File: src/rtl/vedic_pkg.sv
// Shared constants and the vedic partial-product helpers for the arbitrated
// 8x8 multiplier.
//   VEDIC_MUL_LAT : clock edges from multiplier operands to product
//   VEDIC_OP_W    : operand width
//   VEDIC_PROD_W  : product width
//   vedic2/vedic4 : combinational urdhva-tiryagbhyam partial products
package vedic_pkg;

    localparam int VEDIC_MUL_LAT = 4;
    localparam int VEDIC_OP_W    = 8;
    localparam int VEDIC_PROD_W  = 16;

    // 2x2 vertical-and-crosswise: the cross terms a1b0 + a0b1 carry into the a1b1 column.
    function automatic logic [3:0] vedic2(input logic [1:0] a, input logic [1:0] b);
        logic [1:0] t;
        logic [1:0] u;
        t = {1'b0, a[1] & b[0]} + {1'b0, a[0] & b[1]};
        u = {1'b0, a[1] & b[1]} + {1'b0, t[1]};
        return {u, t[0], a[0] & b[0]};
    endfunction

    function automatic logic [7:0] vedic4(input logic [3:0] a, input logic [3:0] b);
        logic [3:0] ll;
        logic [3:0] lh;
        logic [3:0] hl;
        logic [3:0] hh;
        logic [4:0] mid;
        ll  = vedic2(a[1:0], b[1:0]);
        lh  = vedic2(a[1:0], b[3:2]);
        hl  = vedic2(a[3:2], b[1:0]);
        hh  = vedic2(a[3:2], b[3:2]);
        mid = {1'b0, lh} + {1'b0, hl};
        return {4'b0000, ll} + {1'b0, mid, 2'b00} + {hh, 4'b0000};
    endfunction

endpackage

File: src/rtl/vedic_mul_arbiter_if.sv
// Client-side bus of the shared multiplier.
//   req_valid/req_ready : per-requester handshake (ready is one-hot or zero)
//   req_a/req_b         : packed operands, requester i on [8i+7:8i]
//   rsp_valid/id/prod   : response pulse with owning requester and product
//   busy, issue_cnt     : status
// slave = arbiter side, master = requester side.
interface vedic_mul_arbiter_if #(
    parameter int N_REQ = 4,
    parameter int ID_W  = 2
);
    logic [N_REQ-1:0]   req_valid;
    logic [N_REQ-1:0]   req_ready;
    logic [8*N_REQ-1:0] req_a;
    logic [8*N_REQ-1:0] req_b;
    logic               rsp_valid;
    logic [ID_W-1:0]    rsp_id;
    logic [15:0]        rsp_prod;
    logic               busy;
    logic [15:0]        issue_cnt;

    modport master (
        output req_valid, req_a, req_b,
        input  req_ready, rsp_valid, rsp_id, rsp_prod, busy, issue_cnt
    );

    modport slave (
        input  req_valid, req_a, req_b,
        output req_ready, rsp_valid, rsp_id, rsp_prod, busy, issue_cnt
    );
endinterface

File: src/rtl/rr_arbiter.sv
// Combinational round-robin picker.
//   req        : request vector
//   ptr        : highest-priority index this cycle
//   gnt_onehot : one-hot grant (zero when nothing requests)
//   gnt_id     : index of the grant
//   gnt_any    : a grant exists
module rr_arbiter #(
    parameter int N_REQ = 4,
    parameter int ID_W  = 2
) (
    input  logic [N_REQ-1:0] req,
    input  logic [ID_W-1:0]  ptr,
    output logic [N_REQ-1:0] gnt_onehot,
    output logic [ID_W-1:0]  gnt_id,
    output logic             gnt_any
);

    // First pass takes the lowest requester at or above ptr; if none, the
    // second pass takes the lowest overall, which is the wrapped-around winner.
    always_comb begin
        gnt_onehot = '0;
        gnt_id     = '0;
        gnt_any    = 1'b0;
        for (int j = 0; j < N_REQ; j++) begin
            if (!gnt_any && req[j] && (ID_W'(j) >= ptr)) begin
                gnt_any       = 1'b1;
                gnt_onehot[j] = 1'b1;
                gnt_id        = ID_W'(j);
            end
        end
        for (int j = 0; j < N_REQ; j++) begin
            if (!gnt_any && req[j]) begin
                gnt_any       = 1'b1;
                gnt_onehot[j] = 1'b1;
                gnt_id        = ID_W'(j);
            end
        end
    end

endmodule

File: src/rtl/vedic8x8.sv
// Four-stage pipelined 8x8 unsigned vedic multiplier, no enable, no reset.
//   clk  : clock
//   a, b : operands
//   prod : a*b, VEDIC_MUL_LAT rising edges after a/b are presented
module vedic8x8
    import vedic_pkg::*;
(
    input  logic                    clk,
    input  logic [VEDIC_OP_W-1:0]   a,
    input  logic [VEDIC_OP_W-1:0]   b,
    output logic [VEDIC_PROD_W-1:0] prod
);

    logic [7:0]  ll_d, lh_d, hl_d, hh_d;
    logic [7:0]  ll_q, lh_q, hl_q, hh_q;
    logic [7:0]  lo_d, lo_q, hi_d, hi_q;
    logic [8:0]  mid_d, mid_q;
    logic [15:0] sum_d, sum_q, prod_q;

    always_comb begin
        ll_d  = vedic4(a[3:0], b[3:0]);
        lh_d  = vedic4(a[3:0], b[7:4]);
        hl_d  = vedic4(a[7:4], b[3:0]);
        hh_d  = vedic4(a[7:4], b[7:4]);
        lo_d  = ll_q;
        hi_d  = hh_q;
        mid_d = {1'b0, lh_q} + {1'b0, hl_q};
        sum_d = {hi_q, 8'h00} + {3'b000, mid_q, 4'h0} + {8'h00, lo_q};
    end

    always_ff @(posedge clk) begin
        ll_q   <= ll_d;
        lh_q   <= lh_d;
        hl_q   <= hl_d;
        hh_q   <= hh_d;
        lo_q   <= lo_d;
        mid_q  <= mid_d;
        hi_q   <= hi_d;
        sum_q  <= sum_d;
        prod_q <= sum_q;
    end

    assign prod = prod_q;

endmodule

File: src/rtl/vedic_mul_arbiter.sv
// Shares one pipelined vedic8x8 among N_REQ requesters. A round-robin grant
// registers the winner's operands into the multiplier; the winner's ID rides a
// tag pipe of matching depth so each product comes back labelled.
//   clk, rst : clock, asynchronous active-high reset
//   bus      : slave side of vedic_mul_arbiter_if (requests, responses, status)
// MUL_LAT must equal the vedic8x8 pipeline depth.
module vedic_mul_arbiter
    import vedic_pkg::*;
#(
    parameter int N_REQ   = 4,
    parameter int ID_W    = 2,
    parameter int MUL_LAT = VEDIC_MUL_LAT
) (
    input  logic                 clk,
    input  logic                 rst,
    vedic_mul_arbiter_if.slave   bus
);

    typedef struct packed {
        logic            v;
        logic [ID_W-1:0] id;
    } tag_t;

    logic [N_REQ-1:0]        gnt_onehot;
    logic [ID_W-1:0]         gnt_id;
    logic                    gnt_any;
    logic                    accept;

    logic [ID_W-1:0]         rr_ptr_q, rr_ptr_d;
    logic [VEDIC_OP_W-1:0]   op_a_q, op_a_d, op_b_q, op_b_d;
    tag_t                    issue_tag_q, issue_tag_d;
    tag_t                    pipe_q [MUL_LAT];
    tag_t                    pipe_d [MUL_LAT];
    logic [15:0]             issue_cnt_q, issue_cnt_d;
    logic [VEDIC_PROD_W-1:0] mul_prod;
    logic                    busy_c;

    rr_arbiter #(.N_REQ(N_REQ), .ID_W(ID_W)) u_arb (
        .req        (bus.req_valid),
        .ptr        (rr_ptr_q),
        .gnt_onehot (gnt_onehot),
        .gnt_id     (gnt_id),
        .gnt_any    (gnt_any)
    );

    assign accept        = gnt_any & ~rst;
    assign bus.req_ready = rst ? '0 : gnt_onehot;

    always_comb begin
        rr_ptr_d = rr_ptr_q;
        if (accept) begin
            rr_ptr_d = (gnt_id == ID_W'(N_REQ - 1)) ? '0 : gnt_id + 1'b1;
        end

        op_a_d = op_a_q;
        op_b_d = op_b_q;
        for (int i = 0; i < N_REQ; i++) begin
            if (gnt_onehot[i]) begin
                op_a_d = bus.req_a[8*i +: 8];
                op_b_d = bus.req_b[8*i +: 8];
            end
        end

        issue_tag_d.v  = accept;
        issue_tag_d.id = gnt_id;

        pipe_d[0] = issue_tag_q;
        for (int i = 1; i < MUL_LAT; i++) begin
            pipe_d[i] = pipe_q[i-1];
        end

        issue_cnt_d = issue_cnt_q + 16'(accept);
    end

    always_ff @(posedge clk or posedge rst) begin
        if (rst) begin
            rr_ptr_q    <= '0;
            issue_tag_q <= '0;
            issue_cnt_q <= '0;
            for (int i = 0; i < MUL_LAT; i++) begin
                pipe_q[i] <= '0;
            end
        end else begin
            rr_ptr_q    <= rr_ptr_d;
            issue_tag_q <= issue_tag_d;
            issue_cnt_q <= issue_cnt_d;
            for (int i = 0; i < MUL_LAT; i++) begin
                pipe_q[i] <= pipe_d[i];
            end
        end
    end

    // Operand regs feed a reset-less datapath; stale values are masked by the tag.
    always_ff @(posedge clk) begin
        op_a_q <= op_a_d;
        op_b_q <= op_b_d;
    end

    vedic8x8 u_mul (
        .clk  (clk),
        .a    (op_a_q),
        .b    (op_b_q),
        .prod (mul_prod)
    );

    always_comb begin
        busy_c = issue_tag_q.v;
        for (int i = 0; i < MUL_LAT; i++) begin
            busy_c = busy_c | pipe_q[i].v;
        end
    end

    // Product is gated so the unreset multiplier never leaks garbage while idle.
    assign bus.rsp_valid = pipe_q[MUL_LAT-1].v;
    assign bus.rsp_id    = pipe_q[MUL_LAT-1].id;
    assign bus.rsp_prod  = pipe_q[MUL_LAT-1].v ? mul_prod : '0;
    assign bus.busy      = busy_c;
    assign bus.issue_cnt = issue_cnt_q;

endmodule

File: src/flat_wrapper.sv
// flat-port wrapper written by rule: the top's interface ports become plain ports
module vedic_mul_arbiter_flat import vedic_pkg::*;
#(
    parameter int N_REQ   = 4,
    parameter int ID_W    = 2,
    parameter int MUL_LAT = VEDIC_MUL_LAT
)
  (clk, rst, bus_req_valid, bus_req_a, bus_req_b, bus_req_ready, bus_rsp_valid, bus_rsp_id, bus_rsp_prod, bus_busy, bus_issue_cnt);
  vedic_mul_arbiter_if #(.N_REQ(N_REQ), .ID_W(ID_W)) bus_i ();
  input  logic clk;
  input  logic rst;
  input wire logic [$bits(bus_i.req_valid)-1:0] bus_req_valid;
  input wire logic [$bits(bus_i.req_a)-1:0] bus_req_a;
  input wire logic [$bits(bus_i.req_b)-1:0] bus_req_b;
  output wire logic [$bits(bus_i.req_ready)-1:0] bus_req_ready;
  output wire logic [$bits(bus_i.rsp_valid)-1:0] bus_rsp_valid;
  output wire logic [$bits(bus_i.rsp_id)-1:0] bus_rsp_id;
  output wire logic [$bits(bus_i.rsp_prod)-1:0] bus_rsp_prod;
  output wire logic [$bits(bus_i.busy)-1:0] bus_busy;
  output wire logic [$bits(bus_i.issue_cnt)-1:0] bus_issue_cnt;
  assign bus_i.req_valid = bus_req_valid;
  assign bus_i.req_a = bus_req_a;
  assign bus_i.req_b = bus_req_b;
  assign bus_req_ready = bus_i.req_ready;
  assign bus_rsp_valid = bus_i.rsp_valid;
  assign bus_rsp_id = bus_i.rsp_id;
  assign bus_rsp_prod = bus_i.rsp_prod;
  assign bus_busy = bus_i.busy;
  assign bus_issue_cnt = bus_i.issue_cnt;
  vedic_mul_arbiter #(.N_REQ(N_REQ), .ID_W(ID_W), .MUL_LAT(MUL_LAT)) u_core (.clk(clk), .rst(rst), .bus(bus_i));
endmodule
File: config.mk
export PLATFORM = sky130hd
export DESIGN_NAME = vedic_mul_arbiter_flat
export DESIGN_NICKNAME = d
export VERILOG_FILES = /design/src/rtl/vedic_pkg.sv /design/src/rtl/vedic_mul_arbiter_if.sv /design/src/rtl/rr_arbiter.sv /design/src/rtl/vedic8x8.sv /design/src/rtl/vedic_mul_arbiter.sv /design/src/flat_wrapper.sv
export SDC_FILE = /design/constraint.sdc
export NUM_CORES = 1
export LEC_CHECK = 0
export ABC_AREA = 1
export CORE_MARGIN = 1.5
export CORE_UTILIZATION = 30
export DETAILED_ROUTE_END_ITERATION = 7
export GPL_TIMING_DRIVEN = 0
export PLACE_DENSITY_LB_ADDON = 0.2
export REMOVE_ABC_BUFFERS = 1
export SLEW_MARGIN = 10
export SYNTH_ARGS = -nofsm -noshare
export SYNTH_HDL_FRONTEND = slang
export SYNTH_SLANG_ARGS = --single-unit
File: constraint.sdc
create_clock -name clk -period 3.7 [get_ports clk]
set_clock_uncertainty 0.05 [all_clocks]
set_input_delay 0.37 -clock clk [delete_from_list [all_inputs] [get_ports clk]]
set_output_delay 0.37 -clock clk [all_outputs]
set_load 0.005 [all_outputs]
# [Word level (Yosys, flattened, before mapping)]
# Index checks and enable logic that the tools add are counted.
[totals] regBits=138 in_bits=70 out_inout_bits=40 elab_cells=199
[classes] add_sub_neg=49 magnitude_cmp=4 n_eq_ne=1 n_mux=33 bitwise_logic=70 reduce_logical=19
[op_table] cell="AND 1 bit" count=65
[op_table] cell="adder 1 x 1 -> 2 bit" count=32
[op_table] cell="two-way mux 8 bit" count=8
[op_table] cell="adder 4 x 7 -> 8 bit" count=4
[op_table] cell="adder 8 bit" count=4
[op_table] cell="adder 4 x 4 -> 5 bit" count=4
[op_table] cell="adder 16 x 1 -> 16 bit" count=1
[op_table] cell="adder 16 x 13 -> 16 bit" count=1
[op_table] cell="adder 16 x 8 -> 16 bit" count=1
[op_table] cell="two-way mux 1 bit" count=16
[op_table] cell="two-way mux 16 bit" count=1
[op_table] cell="two-way mux 2 bit" count=7
[op_table] cell="logical AND 1 bit" count=11
[op_table] cell="adder 8 x 8 -> 9 bit" count=1
[op_table] cell="logical NOT 1 bit" count=7
[op_table] cell=">= comparator 1 x 2 -> 1 bit (first input constant)" count=2
[op_table] cell=">= comparator 2 bit (first input constant)" count=2
[op_table] cell="two-way mux 4 bit" count=1
[op_table] cell="bitwise OR 1 bit" count=4
[op_table] cell="nonzero test 4 bit" count=1
[op_table] cell="adder 2 x 1 -> 2 bit (second input constant)" count=1
[op_table] cell="== test 2 bit (second input constant)" count=1
[op_table] cell="inverter 1 bit" count=1

# [Logic depth before layout (Yosys ltp)]
[depth] word_depth=29 mapped_depth=15 depth_no_buf=15

# [Cells and area by module]
# Synthesis repeated with hierarchy kept, for this count alone.
[unflattened] cells_unflattened=920 hier_area_um2=7439.6
[modules_own_cells] module="vedic8x8" n_inst=1 cells_each=596 area_each_um2=4888.4 seq_area_each_um2=1781.7
[modules_own_cells] module="vedic_mul_arbiter" n_inst=1 cells_each=295 area_each_um2=2404.8 seq_area_each_um2=1306.3
[modules_own_cells] module="rr_arbiter" n_inst=1 cells_each=29 area_each_um2=146.4 seq_area_each_um2=0.0

# [Least setup slack after synthesis]
# OpenSTA, ideal clock, no wires.
[synth_timing] path_kind="flip-flop to flip-flop" start="reg u_core.rr_ptr_q[1]" end="reg u_core.issue_cnt_q[14], in the netlist u_core.bus.issue_cnt[14]" t_arrival_ns=2.645 t_required_ns=3.527 slack_ns=0.882 path_stages_with_launch=16 n_path_buf=0 cell_sequence="dfrtp_1 -> nor2_1 -> nand2_2 -> nand3_4 -> nor2_8 -> nand4_1 -> nand2_1 -> inv_2 -> ha_1 -> ha_1 -> nand3_1 -> nor2_1 -> nand4_1 -> nor3_1 -> nand3_1 -> xnor2_1"
[synth_via] elab_chain_cells=29 word_cells_on_any_way=32 cone_classes="1 x add/sub; 4 x order compare; 8 x mux; 1 x bitwise; 18 x reduce/logical"
[synth_rtl] item="from (decl)" line_no="vedic_mul_arbiter.sv:29" source="logic [ID_W-1:0] rr_ptr_q, rr_ptr_d;"
[synth_rtl] item="from (signal assigned)" line_no="vedic_mul_arbiter.sv:84" source="rr_ptr_q <= rr_ptr_d;"
[synth_rtl] item=">= comparator 1 x 2 -> 1 bit" line_no="rr_arbiter.sv:25" source="if (!gnt_any && req[j] && (ID_W'(j) >= ptr)) begin"
[synth_rtl] item="logical AND 1 bit" line_no="rr_arbiter.sv:25"
[synth_rtl] item="two-way mux 1 bit" line_no="rr_arbiter.sv:25"
[synth_rtl] item="logical NOT 1 bit" line_no="rr_arbiter.sv:25"
[synth_rtl] item="logical AND 1 bit (2 in series)" line_no="rr_arbiter.sv:25"
[synth_rtl] item="two-way mux 1 bit" line_no="rr_arbiter.sv:25"
[synth_rtl] item="logical NOT 1 bit" line_no="rr_arbiter.sv:25"
[synth_rtl] item="logical AND 1 bit (2 in series)" line_no="rr_arbiter.sv:25"
[synth_rtl] item="(+13 left out)"
[synth_rtl] item="two-way mux 1 bit *" line_no="rr_arbiter.sv:32" source="if (!gnt_any && req[j]) begin"
[synth_rtl] item="logical NOT 1 bit" line_no="rr_arbiter.sv:32"
[synth_rtl] item="logical AND 1 bit" line_no="rr_arbiter.sv:32"
[synth_rtl] item="two-way mux 1 bit *" line_no="rr_arbiter.sv:32"
[synth_rtl] item="AND 1 bit *" line_no="vedic_mul_arbiter.sv:46" source="assign accept = gnt_any & ~rst;"
[synth_rtl] item="net u_core.accept" line_no="vedic_mul_arbiter.sv:27" source="logic accept;"
[synth_rtl] item="adder 16 x 1 -> 16 bit *" line_no="vedic_mul_arbiter.sv:72" source="issue_cnt_d = issue_cnt_q + 16'(accept);"
[synth_rtl] item="net u_core.issue_cnt_d[14]" line_no="vedic_mul_arbiter.sv:34" source="logic [15:0] issue_cnt_q, issue_cnt_d;"
[synth_rtl] item="to (signal assigned)" line_no="vedic_mul_arbiter.sv:86" source="issue_cnt_q <= issue_cnt_d;"
[synth_rtl] item="to (decl)" line_no="vedic_mul_arbiter.sv:34"
# The timed path passes the listed nets; every way through them passes the cells marked *.
# A chain may end at the register's enable or synchronous reset.

# [Final worst setup path]
[layout_timing] start="in bus_req_valid[1]" end="out bus_req_ready[3]"
[layout_via] elab_chain_cells=24 word_cells_on_any_way=25 cone_classes="9 x mux; 16 x reduce/logical"
[layout_rtl] item="from (decl)" line_no="flat_wrapper.sv:12" source="input wire logic [$bits(bus_i.req_valid)-1:0] bus_req_valid;"
[layout_rtl] item="logical AND 1 bit (2 in series)" line_no="rr_arbiter.sv:25"
[layout_rtl] item="two-way mux 1 bit" line_no="rr_arbiter.sv:25"
[layout_rtl] item="logical NOT 1 bit" line_no="rr_arbiter.sv:25"
[layout_rtl] item="logical AND 1 bit (2 in series)" line_no="rr_arbiter.sv:25"
[layout_rtl] item="two-way mux 1 bit" line_no="rr_arbiter.sv:25"
[layout_rtl] item="logical NOT 1 bit" line_no="rr_arbiter.sv:25"
[layout_rtl] item="logical AND 1 bit (2 in series)" line_no="rr_arbiter.sv:25"
[layout_rtl] item="two-way mux 1 bit" line_no="rr_arbiter.sv:25"
[layout_rtl] item="(+5 left out)"
[layout_rtl] item="two-way mux 1 bit" line_no="rr_arbiter.sv:32"
[layout_rtl] item="logical NOT 1 bit" line_no="rr_arbiter.sv:32"
[layout_rtl] item="logical AND 1 bit" line_no="rr_arbiter.sv:32"
[layout_rtl] item="two-way mux 1 bit" line_no="rr_arbiter.sv:32"
[layout_rtl] item="logical NOT 1 bit" line_no="rr_arbiter.sv:32"
[layout_rtl] item="logical AND 1 bit" line_no="rr_arbiter.sv:32"
[layout_rtl] item="two-way mux 1 bit *" line_no="rr_arbiter.sv:32"
[layout_rtl] item="two-way mux 4 bit *" line_no="vedic_mul_arbiter.sv:47" source="assign bus.req_ready = rst ? '0 : gnt_onehot;"
[layout_rtl] item="to (decl)" line_no="flat_wrapper.sv:15" source="output wire logic [$bits(bus_i.req_ready)-1:0] bus_req_ready;"
# Mark *: on every way between the ends. The rest lies on a longest branch, timed or not.

==> results.md <==
* Static Leak at 4.88 nW
* ANT nets after route at 0
* Post-synthesis instance area at 0.00704 mm2
* Commonest non-fill, non-tap cells in the layout: nand2_1, inv_1, clkdlybuf4s50_1
* H-tree Lvls at 4
* Crit path DAT at 2.92 ns
* Die area at 0.0244 mm2
* Post-synthesis compound-gate area fraction at 4.98%
* Crit-path most repeated cell: clkdlybuf4s50_1
* # placed instances at 1197
* Max-Slew Margin vs Limit at 29.0%
* DRC at 0
* Worst-case clock buffer depth at 2
* IO Pins at 110
* Seq cells post-synth at 138
* Hold wc startpoint: u_core.u_mul.ll_q[5]
* Maximum vdd ir drop at 0.366 mV
* Highest clock rate at 300 MHz
* First-pass iteration count of the detailed router at 4
* Vias in the first global route at 4827
* Iter 0 DRT Violations at 159
* Hold EP: u_core.u_mul.lo_q[5]
* Antenna cells at 0
* Reg clk slew, reported paths at 0.06 ns
* Largest stage delay on the critical path at 0.82 ns
* CTS root buffer: clkbuf_16
* First-pass GRT wire length at 22500 um
* GP Congestion at 0.794
* Design Power at 0.00696 W
* Max-cap viol count at 0
* Tcrit/Tclk final at 90.2%
* DR vias/cell at 4.04
* Initial antenna violation count at 0
* Port bufs at 109
* Dpl hpwl at 10200 um
* Largest family of logic cells by synthesized area: adder cells
* Post-Synth Adder-Cell Area at 18.3%
* Die height at 156 um
* Reg2reg start: u_core.op_b_q[4]
* Final Non-Filler Cells at 1230
* Distinct cell type count after synthesis at 30
* RSZ-0062 raised after global routing: no
* Grt ovf at 0
* Result of the run: finished, final reports clean
* Multiplexer share of the synthesized area at 0%
* Final Setup Violations at 0
* Total negative slack at 0 ns
* Bufs and invs on worst path at 3
* Critical path's slowest cell: nor2_2
* Clock sink count at 138
* Endpoint class of the critical path: output pin
* Layout cell share with drive strength beyond 1 at 5.13%
* Initial Util at 30.8%
* Number of nets in the layout at 1071
* Total GRT Usage at 11.7%
* Mapped Cells at 799
* Drt total wl at 13300 um
* Sequential fraction of the synthesis area at 43.9%
* Crit path time final at 3.34 ns
* Largest delay contributor family on the critical path: buffers and inverters
* Synth Area in Simple Gates at 17.8%
* Power Density at 771 mW/mm2
* Largest net degree at the start of global routing at 35
* Worst-Skew Late Latency at 0.41 ns
* Dpl ws at -0.0558 ns
* Critical Path Start Type: primary input
* Vias at 4970
* Die Wd at 156 um
* Fin worst setup slack at 0.364 ns
* Synthesis Warnings at 0
* Slew Limit Fails at 0
* Crit-path cells: clkdlybuf4s50_1, nand2_2, nand3_4, nor2_2, inv_2, nor2_1, clkdlybuf4s50_1
* Max FO, Critical Path at 26
* FF-to-FF path depth at 13
* Drt wl/cell at 10.8 um
* TritonCTS clock tree: done
* Rows at 55
* Worst-Margin Slew at 1.06 ns
* Total CTS buffers at 17
* Largest area contributor in the netlist: dfxtp_1
* R2r setup slk at 0.82 ns
* Final Core Density at 39.5%
* Stages on the worst setup path at 7
* Final hold vios at 0
* Hold Path Class: reg2reg
* Setup Crit Path Kind: in2out
* End of the worst register-to-register path: u_core.u_mul.hh_q[7]
* Synth Area per Inst at 8.81 um2
* CTS resizes at 0
* Worst EP required at 3.28 ns
* WHS Path Cells at 0
* Top post-synthesis cells by area: dfxtp_1, ha_1, dfrtp_1
* Synth top area share at 25.3%
* CORE AREA at 0.0228 mm2
* Synth Area in XOR/XNOR at 6.72%
* Commonest non-fill, non-tap cell in the layout: nand2_1
* Area growth syn-to-layout at 28.1%
[worst max path at each step]
stage                  startpoint                  endpoint
3_3_place_gp                  rst  u_core.bus.issue_cnt[14]
2_1_floorplan  u_core.rr_ptr_q[1]  u_core.bus.issue_cnt[14]
6_report         bus_req_valid[1]          bus_req_ready[3]
5_1_grt          bus_req_valid[1]          bus_req_ready[3]
3_5_place_dp     bus_req_valid[1]  u_core.bus.issue_cnt[14]
4_1_cts          bus_req_valid[1]          bus_req_ready[3]
[routing by layer]
metal / GRT usage [%] / vias to the layer above / part of all wire [%]
met5: 0 / - / 0
met4: 3.95 / 0 / 1.1
met3: 3.53 / 11 / 4.9
met2: 18.6 / 95 / 43
met1: 15.1 / 2134 / 51
li1: - / 2730 / -
[layout make-up]
class	instances	area (um2)
Fill cell	2329	13800
Multi-Input combinational cell	513	3370
Sequential cell	138	3090
Timing Repair Buffer	110	1100
Clock buffer	20	478
Inverter	124	465
Tap cell	313	392
Clock inverter	12	134
[cell families (layout without fill, tap and decap cells)]
kind of cell    after synthesis  in the layout
fa+ha+maj                    97             97
flops                       138            138
buf+inv                     148            266
compound gates               68             68
xor+xnor                     54             54
simple gates                294            294
[cells in the mapped netlist]
library cell and n:
nand4_2 1, clkbuf_1 17, dfrtp_1 33, inv_1 120
nand3_4 2, buf_2 3, nand2_1 202, edfxtp_1 16
nor2_1 28, nand2_4 2, ha_1 87, o2111ai_1 1
dfxtp_1 89, buf_6 3, nor3_1 2, xnor2_1 14
nand3_1 46, a31oi_1 1, nor2_8 1, buf_4 1
fa_1 10, nor2_2 1, nand2_2 2, o21ai_1 7
xor2_1 40, a21oi_1 55, nand4_1 7, o211ai_1 2
inv_2 4, o21ai_0 2
[worst reg2reg max path, cell delays in order, from the launching register on]
cell	delay [ns]
edfxtp_1	0.56
nand2_1	0.12
inv_1	0.05
ha_1	0.19
ha_1	0.29
ha_1	0.35
a21oi_1	0.16
nand2_1	0.07
xor2_1	0.14
ha_1	0.35
a21oi_1	0.16
nor2_1	0.05
nor2_1	0.11
xnor2_1	0.15
[registers in the layout, indices dropped and copies added, names as in the netlist]
| signal | cells |
|---|---|
| u_core.bus.issue_cnt | 16 |
| u_core.bus.rsp_id | 2 |
| u_core.bus.rsp_valid | 1 |
| u_core.issue_tag_q | 3 |
| u_core.op_a_q | 8 |
| u_core.op_b_q | 8 |
| u_core.pipe_d | 9 |
| u_core.rr_ptr_q | 2 |
| u_core.u_mul.hh_q | 8 |
| u_core.u_mul.hi_q | 8 |
| u_core.u_mul.hl_q | 8 |
| u_core.u_mul.lh_q | 8 |
| u_core.u_mul.ll_q | 8 |
| u_core.u_mul.lo_q | 8 |
| u_core.u_mul.mid_q | 9 |
| u_core.u_mul.prod | 16 |
| u_core.u_mul.sum_q | 16 |
[through the flow]
stage	area, um2	hold slack [ns]
5_1_grt	9020	0.274
6_report	9020	0.270
3_3_place_gp	8400	0.260
4_1_cts	9020	0.272
2_1_floorplan	6920	0.260
3_5_place_dp	8400	0.262
[power by group]
part / total [W] / switching [W] / internal, W
sequential: 0.00252 / 0.000336 / 0.00218
clock: 0.00170 / 0.000623 / 0.00107
combinational: 0.00274 / 0.00148 / 0.00127
[what timing repair did]
item / CTS / global route
setup endpoints to repair: 0 / 1
setup buffers: 0 / 1
hold buffers: 0 / 0
No activity file was read; power rests on OpenSTA's default activity.
